[src/rtl/uart_pkg.sv]
`default_nettype none
// ============================================================================
// Module   : uart_pkg
// Brief    : Shared constants and helpers for the UART baud-rate generator.
// Revision : 1.0
// ============================================================================
package uart_pkg;

    localparam int unsigned c_div_w   = 16;
    localparam int unsigned c_osr     = 16;
    localparam int unsigned c_div_rst = 650;

    localparam int unsigned c_clk_hz  = 100_000_000;
    localparam int unsigned c_baud    = 9600;

    // Prescaler reload for the nominal clock/baud pair (period in clk minus 1).
    localparam int unsigned c_baud_div = c_clk_hz / (c_baud * c_osr) - 1;

    function automatic int unsigned osr_w(input int unsigned osr);
        return $clog2(osr);
    endfunction

endpackage : uart_pkg
`default_nettype wire

[src/rtl/uart_tick_div.sv]
`default_nettype none
// ============================================================================
// Module   : uart_tick_div
// Brief    : Programmable wrap counter (0..div) with a registered 1-clk strobe.
// Revision : 1.0
// ============================================================================
module uart_tick_div
    import uart_pkg::*;
#(
    parameter int unsigned DIV_W = c_div_w
) (
    input  logic             clk,
    input  logic             rst_n,
    input  logic             en,
    input  logic             clr,
    input  logic [DIV_W-1:0] div,
    output logic             wrap,
    output logic             strobe
);

    logic [DIV_W-1:0] r_cnt;
    logic             r_strobe;
    logic             w_at_end;

    // >= lets an out-of-range count recover on the next cycle.
    assign w_at_end = (r_cnt >= div);
    assign wrap     = en & ~clr & w_at_end;
    assign strobe   = r_strobe;

    always_ff @(posedge clk or negedge rst_n) begin
        if (!rst_n) begin
            r_cnt    <= '0;
            r_strobe <= 1'b0;
        end else begin
            r_strobe <= wrap;
            if (clr) begin
                r_cnt <= '0;
            end else if (en) begin
                r_cnt <= w_at_end ? '0 : r_cnt + 1'b1;
            end
        end
    end

endmodule : uart_tick_div
`default_nettype wire

[src/rtl/uart_baud_gen.sv]
`default_nettype none
// ============================================================================
// Module   : uart_baud_gen
// Brief    : Runtime-programmable baud tick generator (RX oversample + TX 1x).
// Revision : 1.0
// ============================================================================
module uart_baud_gen
    import uart_pkg::*;
#(
    parameter int unsigned DIV_W   = c_div_w,
    parameter int unsigned OSR     = c_osr,
    parameter int unsigned DIV_RST = c_div_rst
) (
    input  logic             clk,
    input  logic             rst_n,
    input  logic             en,
    input  logic [DIV_W-1:0] div_i,
    input  logic             div_load,
    input  logic             rx_resync,
    output logic             rx_os_tick,
    output logic             rx_mid,
    output logic             tx_tick,
    output logic [DIV_W-1:0] div_q
);

    localparam int unsigned          c_osr_w   = osr_w(OSR);
    localparam logic [c_osr_w-1:0]   c_os_last = c_osr_w'(OSR - 1);
    localparam logic [c_osr_w-1:0]   c_os_mid  = c_osr_w'(OSR / 2);

    logic [DIV_W-1:0]   r_div_q;
    logic [DIV_W-1:0]   w_div_new;
    logic [c_osr_w-1:0] r_tx_os;
    logic [c_osr_w-1:0] r_rx_os;
    logic               r_tx_tick;
    logic               r_rx_mid;

    logic               w_tx_clr;
    logic               w_rx_clr;
    logic               w_tx_wrap;
    logic               w_tx_strobe;
    logic               w_rx_wrap;
    logic               w_rx_strobe;

    // A zero divisor would give a 1-clk period with a permanently high strobe.
    assign w_div_new = (div_i == '0) ? DIV_W'(1) : div_i;

    assign w_tx_clr  = div_load;
    assign w_rx_clr  = div_load | rx_resync;

    always_ff @(posedge clk or negedge rst_n) begin
        if (!rst_n) begin
            r_div_q <= DIV_W'(DIV_RST);
        end else if (div_load) begin
            r_div_q <= w_div_new;
        end
    end

    uart_tick_div #(
        .DIV_W (DIV_W)
    ) u_tx_pre (
        .clk    (clk),
        .rst_n  (rst_n),
        .en     (en),
        .clr    (w_tx_clr),
        .div    (r_div_q),
        .wrap   (w_tx_wrap),
        .strobe (w_tx_strobe)
    );

    uart_tick_div #(
        .DIV_W (DIV_W)
    ) u_rx_pre (
        .clk    (clk),
        .rst_n  (rst_n),
        .en     (en),
        .clr    (w_rx_clr),
        .div    (r_div_q),
        .wrap   (w_rx_wrap),
        .strobe (w_rx_strobe)
    );

    // OSR counters advance on the visible strobe, so during the wrap cycle they
    // still hold the number of strobes already issued in the current baud bit.
    always_ff @(posedge clk or negedge rst_n) begin
        if (!rst_n) begin
            r_tx_os   <= '0;
            r_tx_tick <= 1'b0;
        end else begin
            r_tx_tick <= w_tx_wrap & (r_tx_os == c_os_last);
            if (w_tx_clr) begin
                r_tx_os <= '0;
            end else if (w_tx_strobe) begin
                r_tx_os <= (r_tx_os == c_os_last) ? '0 : r_tx_os + 1'b1;
            end
        end
    end

    always_ff @(posedge clk or negedge rst_n) begin
        if (!rst_n) begin
            r_rx_os  <= '0;
            r_rx_mid <= 1'b0;
        end else begin
            r_rx_mid <= w_rx_wrap & (r_rx_os == c_os_mid);
            if (w_rx_clr) begin
                r_rx_os <= '0;
            end else if (w_rx_strobe) begin
                r_rx_os <= (r_rx_os == c_os_last) ? '0 : r_rx_os + 1'b1;
            end
        end
    end

    assign rx_os_tick = w_rx_strobe;
    assign rx_mid     = r_rx_mid;
    assign tx_tick    = r_tx_tick;
    assign div_q      = r_div_q;

endmodule : uart_baud_gen
`default_nettype wire

[config.mk]
export PLATFORM = sky130hd
export DESIGN_NAME = uart_baud_gen
export DESIGN_NICKNAME = d
export VERILOG_FILES = /design/src/rtl/uart_pkg.sv /design/src/rtl/uart_tick_div.sv /design/src/rtl/uart_baud_gen.sv
export SDC_FILE = /design/constraint.sdc
export NUM_CORES = 1
export LEC_CHECK = 0
export ABC_AREA = 1
export BUFFER_PORTS_ARGS = -buffer_cell sky130_fd_sc_hd__buf_2
export CORE_UTILIZATION = 42
export CTS_CLUSTER_DIAMETER = 150
export DETAILED_ROUTE_END_ITERATION = 8
export GPL_TIMING_DRIVEN = 0
export MAX_ROUTING_LAYER = met4
export PLACE_DENSITY = 0.58
export SYNTH_ARGS = -nofsm -noshare
export SYNTH_HDL_FRONTEND = slang
export SYNTH_SLANG_ARGS = --single-unit
export TNS_END_PERCENT = 100
[constraint.sdc]
create_clock -name clk -period 2.1 [get_ports clk]
set_clock_uncertainty 0.15 [all_clocks]
set_input_delay 0.42 -clock clk [delete_from_list [all_inputs] [get_ports clk]]
set_output_delay 0.42 -clock clk [all_outputs]
set_load 0.05 [all_outputs]
==> results.sh <==
export IMPL_run_status="finished, violations left"
export IMPL_failed_checks="hold timing"
export IMPL_fin_area_sq_mm=0.00484
export IMPL_initialDrtViolationCount=101
export IMPL_ys_warnings_count=0
export IMPL_dieArea_sq_mm=0.0101
export IMPL_first_pass_grt_wire_length_mm=16.5
export IMPL_yosys_top_cells_count="156 x sky130_fd_sc_hd__nand2_1, 62 x sky130_fd_sc_hd__inv_1, 56 x sky130_fd_sc_hd__dfrtp_1, 39 x sky130_fd_sc_hd__nor2_1, 37 x sky130_fd_sc_hd__ha_1"
export IMPL_path_cells="inv_1 -> ha_4 -> nand2_1 -> inv_1 -> nand3_1 -> nor3_2 -> nand2_2 -> nand3_4 -> clkbuf_16 -> o21ai_1"
export IMPL_synth_top_cells_by_area="sky130_fd_sc_hd__dfrtp_1 35%, sky130_fd_sc_hd__nand2_1 14%, sky130_fd_sc_hd__ha_1 11%, sky130_fd_sc_hd__inv_1 5.7%, sky130_fd_sc_hd__o21ai_0 3.7%"
export IMPL_place_gp_congestion=0.892
export IMPL_yosysSeqAreaShare_pct=37.1
export IMPL_synth_enable_flop_cells=0
export IMPL_placement_rows=35
export IMPL_worst_path_max_delay_cell="sky130_fd_sc_hd__dfstp_2"
export IMPL_port_buffers=38
export IMPL_syn_mean_instance_area_sq_um=7.51
export IMPL_endpoint_kind="flip-flop"
export IMPL_initial_utilization_pct=43.7
export IMPL_postCtsHoldBufs=0
export IMPL_grt_use_total_pct=21.9
export IMPL_layout_nets=656
export IMPL_most_prevalent_standard_cell_on_the_critical_path="sky130_fd_sc_hd__inv_1"
export IMPL_layout_filler_cells=918
export IMPL_boundaryPins=40
export IMPL_number_of_cells_produced_by_synthesis=540
export IMPL_clk_path_buf_depth=2
export IMPL_worst_hold_path_type="input pin to async pin"
export IMPL_worst_skew_pair_late_latency_ps=350
export IMPL_postSynthRegisterBits=60
export IMPL_pwr_density_cell_mw_per_mm2=581
export IMPL_syn_area_sq_mm=0.00406
export IMPL_post_drt_antenna_nets=0
export IMPL_total_instance_count_after_detailed_placement=707
export IMPL_antenna_found_initial=0
export IMPL_tritoncts="done"
export IMPL_detail_route_vias_per_cell=5.12
export IMPL_tritoncts_num_buffers=9
export IMPL_ir_worst_vdd_uv=243
export IMPL_fraction_of_post_synthesis_cell_area_in_the_top_cell_type_by_area_pct=34.5
export IMPL_grt_overflow_total=0
export IMPL_criticalPathCategory="flip-flop to flip-flop"
export IMPL_layout_drive_gt1_share_pct=19.2
export IMPL_final_period_utilization_pct=95.4
export IMPL_synth_lib_cells_used_distinct=37
export IMPL_cp_start_kind="flip-flop"
export IMPL_maxClockFrequency_ghz=0.499
export IMPL_timing_hold_violations_final=3
export IMPL_min_period_ps=2000
export IMPL_design_core_area_sq_mm=0.00928
export IMPL_fin_setup_tns_ps=0
export IMPL_first_global_vias=3467
export IMPL_arrival_ps=2070
export IMPL_drt_wirelength_per_cell_um=14.1
export IMPL_numClockSinks=60
export IMPL_most_frequent_cell_after_synthesis="sky130_fd_sc_hd__nand2_1"
export IMPL_drc_errors=0
export IMPL_clock_root_buffer="sky130_fd_sc_hd__clkbuf_8"
export IMPL_max_slew_worst_pin_slew_ps=803
export IMPL_ys_flop_type="sky130_fd_sc_hd__dfrtp_1"
export IMPL_layout_overhead_on_the_synthesized_area_pct=19.3
export IMPL_antenna_diode_count=0
export IMPL_hpwlAfterDp_mm=7.40
export IMPL_maxSlewHeadroom_pct=46.5
export IMPL_rsz_0062_raised_after_global_routing="true"
export IMPL_fin_util_pct=52.1
export IMPL_die_w_um=100
export IMPL_cts_htree_levels=3
export IMPL_critical_path_max_stage_delay_ps=530
export IMPL_async_reset_ff_share_pct=100
export IMPL_layoutNonFillerInstCount=732
export IMPL_max_cap_violations=0
export IMPL_die_y_um=100
export IMPL_overall_routed_net_length_mm=10.3
export IMPL_setup_violations=0
export IMPL_placedInstanceArea_sq_mm=0.00441
export IMPL_critical_path_peak_fanout=5
export IMPL_p_leak_nw=2.45
export IMPL_synth_top_area_cell="sky130_fd_sc_hd__dfrtp_1"
export IMPL_firstDrtPassIters=4
export IMPL_cp_data_required_time_ps=2170
export IMPL_grt_max_degree=61
export IMPL_register_clock_pin_slew_on_the_reported_worst_setup_and_hold_paths_ps=70
export IMPL_dr_total_vias=3748
export IMPL_synth_net_count=598
export IMPL_count_of_pins_over_their_slew_limit=0
export IMPL_worst_hold_slack_ps=-18.3
## worst paths after layout
check,start,to,slack [ps],depth (start not counted)
max,div_q[3],u_tx_pre.r_cnt[5],100,10
min,rst_n,r_rx_os[1],-20,1
max reg2reg,div_q[3],u_tx_pre.r_cnt[5],100,10
min reg2reg,r_tx_os[2],r_tx_os[2],350,1
max in group asynchronous,rst_n,u_tx_pre.r_cnt[2],1260,1
min in group clk,div_i[2],div_q[2],150,3
## cell families (layout without fill, tap and decap cells)
group	Yosys count	after routing	share of synthesized area, %
simple gates	283	284	31.6
flops	60	60	37.1
buf+inv	79	141	8.30
xor+xnor	8	8	1.73
fa+ha+maj	37	37	11.4
compound gates	73	73	9.81
## per-layer routing
layer / vias up / part of all wire [%] / track usage, %
met4: 0 / 3.3 / 10.9
li1: 1892 / - / -
met5: - / 0 / -
met1: 1766 / 47 / 27.8
met2: 68 / 47 / 34.6
met3: 22 / 2.9 / 2.86
## layout make-up
| class | count | area [sq um] | share of cell area [%] |
|---|---|---|---|
| multi-input cells | 402 | 2340 | 48.3 |
| flip-flops and latches | 60 | 1510 | 31.1 |
| repair buffers | 46 | 278 | 5.74 |
| inverters | 68 | 255 | 5.27 |
| well taps | 129 | 161 | 3.34 |
| clock buffers | 12 | 145 | 3.00 |
| plain buffers | 11 | 85.1 | 1.76 |
| clock inverters | 4 | 72.6 | 1.50 |
## sequential cells by signal, indices dropped and copies added, names as in the netlist
| signal | flops |
|---|---|
| u_rx_pre.r_cnt | 16 |
| div_q | 16 |
| rx_mid | 1 |
| tx_tick | 1 |
| u_tx_pre.r_cnt | 16 |
| u_tx_pre.strobe | 1 |
| r_rx_os | 4 |
| r_tx_os | 4 |
| u_rx_pre.strobe | 1 |
## layout by cell type (no fill, tap or decap), types with 3 or more instances in the layout
cell / Yosys / final
sky130_fd_sc_hd__nand2_1: 156 / 154
sky130_fd_sc_hd__inv_1: 62 / 61
sky130_fd_sc_hd__dfrtp_1: 56 / 56
sky130_fd_sc_hd__nor2_1: 39 / 39
sky130_fd_sc_hd__buf_2: 2 / 39
sky130_fd_sc_hd__ha_1: 37 / 33
sky130_fd_sc_hd__o21ai_0: 30 / 30
sky130_fd_sc_hd__nand3_1: 28 / 28
sky130_fd_sc_hd__nand4_1: 23 / 23
sky130_fd_sc_hd__a21oi_1: 18 / 16
sky130_fd_sc_hd__o21ai_1: 13 / 12
sky130_fd_sc_hd__clkbuf_8: 0 / 10
sky130_fd_sc_hd__buf_4: 2 / 8
sky130_fd_sc_hd__inv_2: 6 / 7
sky130_fd_sc_hd__nor2_2: 7 / 7
sky130_fd_sc_hd__nand2_2: 5 / 6
sky130_fd_sc_hd__nor3_1: 8 / 6
sky130_fd_sc_hd__nor2_4: 5 / 5
sky130_fd_sc_hd__buf_6: 4 / 5
sky130_fd_sc_hd__clkbuf_1: 3 / 5
sky130_fd_sc_hd__nor4_1: 4 / 4
sky130_fd_sc_hd__xor2_1: 4 / 4
sky130_fd_sc_hd__xnor2_1: 4 / 4
sky130_fd_sc_hd__ha_4: 0 / 4
sky130_fd_sc_hd__dfstp_2: 4 / 4
sky130_fd_sc_hd__nor3_2: 1 / 3
sky130_fd_sc_hd__o211ai_1: 3 / 3
## report_power, final
group          leakage (nW)  switching, mW  internal (mW)
logic                  1.55          0.295          0.105
registers             0.800         0.0260           1.19
clock network         0.107          0.495          0.700
## stage by stage
step                hold WS [ps]  total power [mW]  setup slack (ps)
floorplan                  -25.6              1.49              24.1
global placement             333              1.62             -26.0
detailed placement           334              1.63             -29.4
CTS                         36.5              2.83              5.86
global route                70.1              2.94             -24.4
finish                     -18.3              2.81              95.9
## critical path: cells and delay by family, from the launching register on
family | cells | cell delay [ps]
simple gates | 5 | 530
fa+ha+maj | 1 | 290
compound gates | 1 | 50
flops | 1 | 530
buf+inv | 3 | 320
## repair_timing
action                     in CTS  in global routing
setup endpoints to repair      10                 25
gates cloned                    0                  3
hold endpoints to repair        0                  0
pin swaps                       0                  5
buffers inserted                0                  6
gates resized for setup         1                 20
Note: power is estimated with default switching activity, not from simulation.
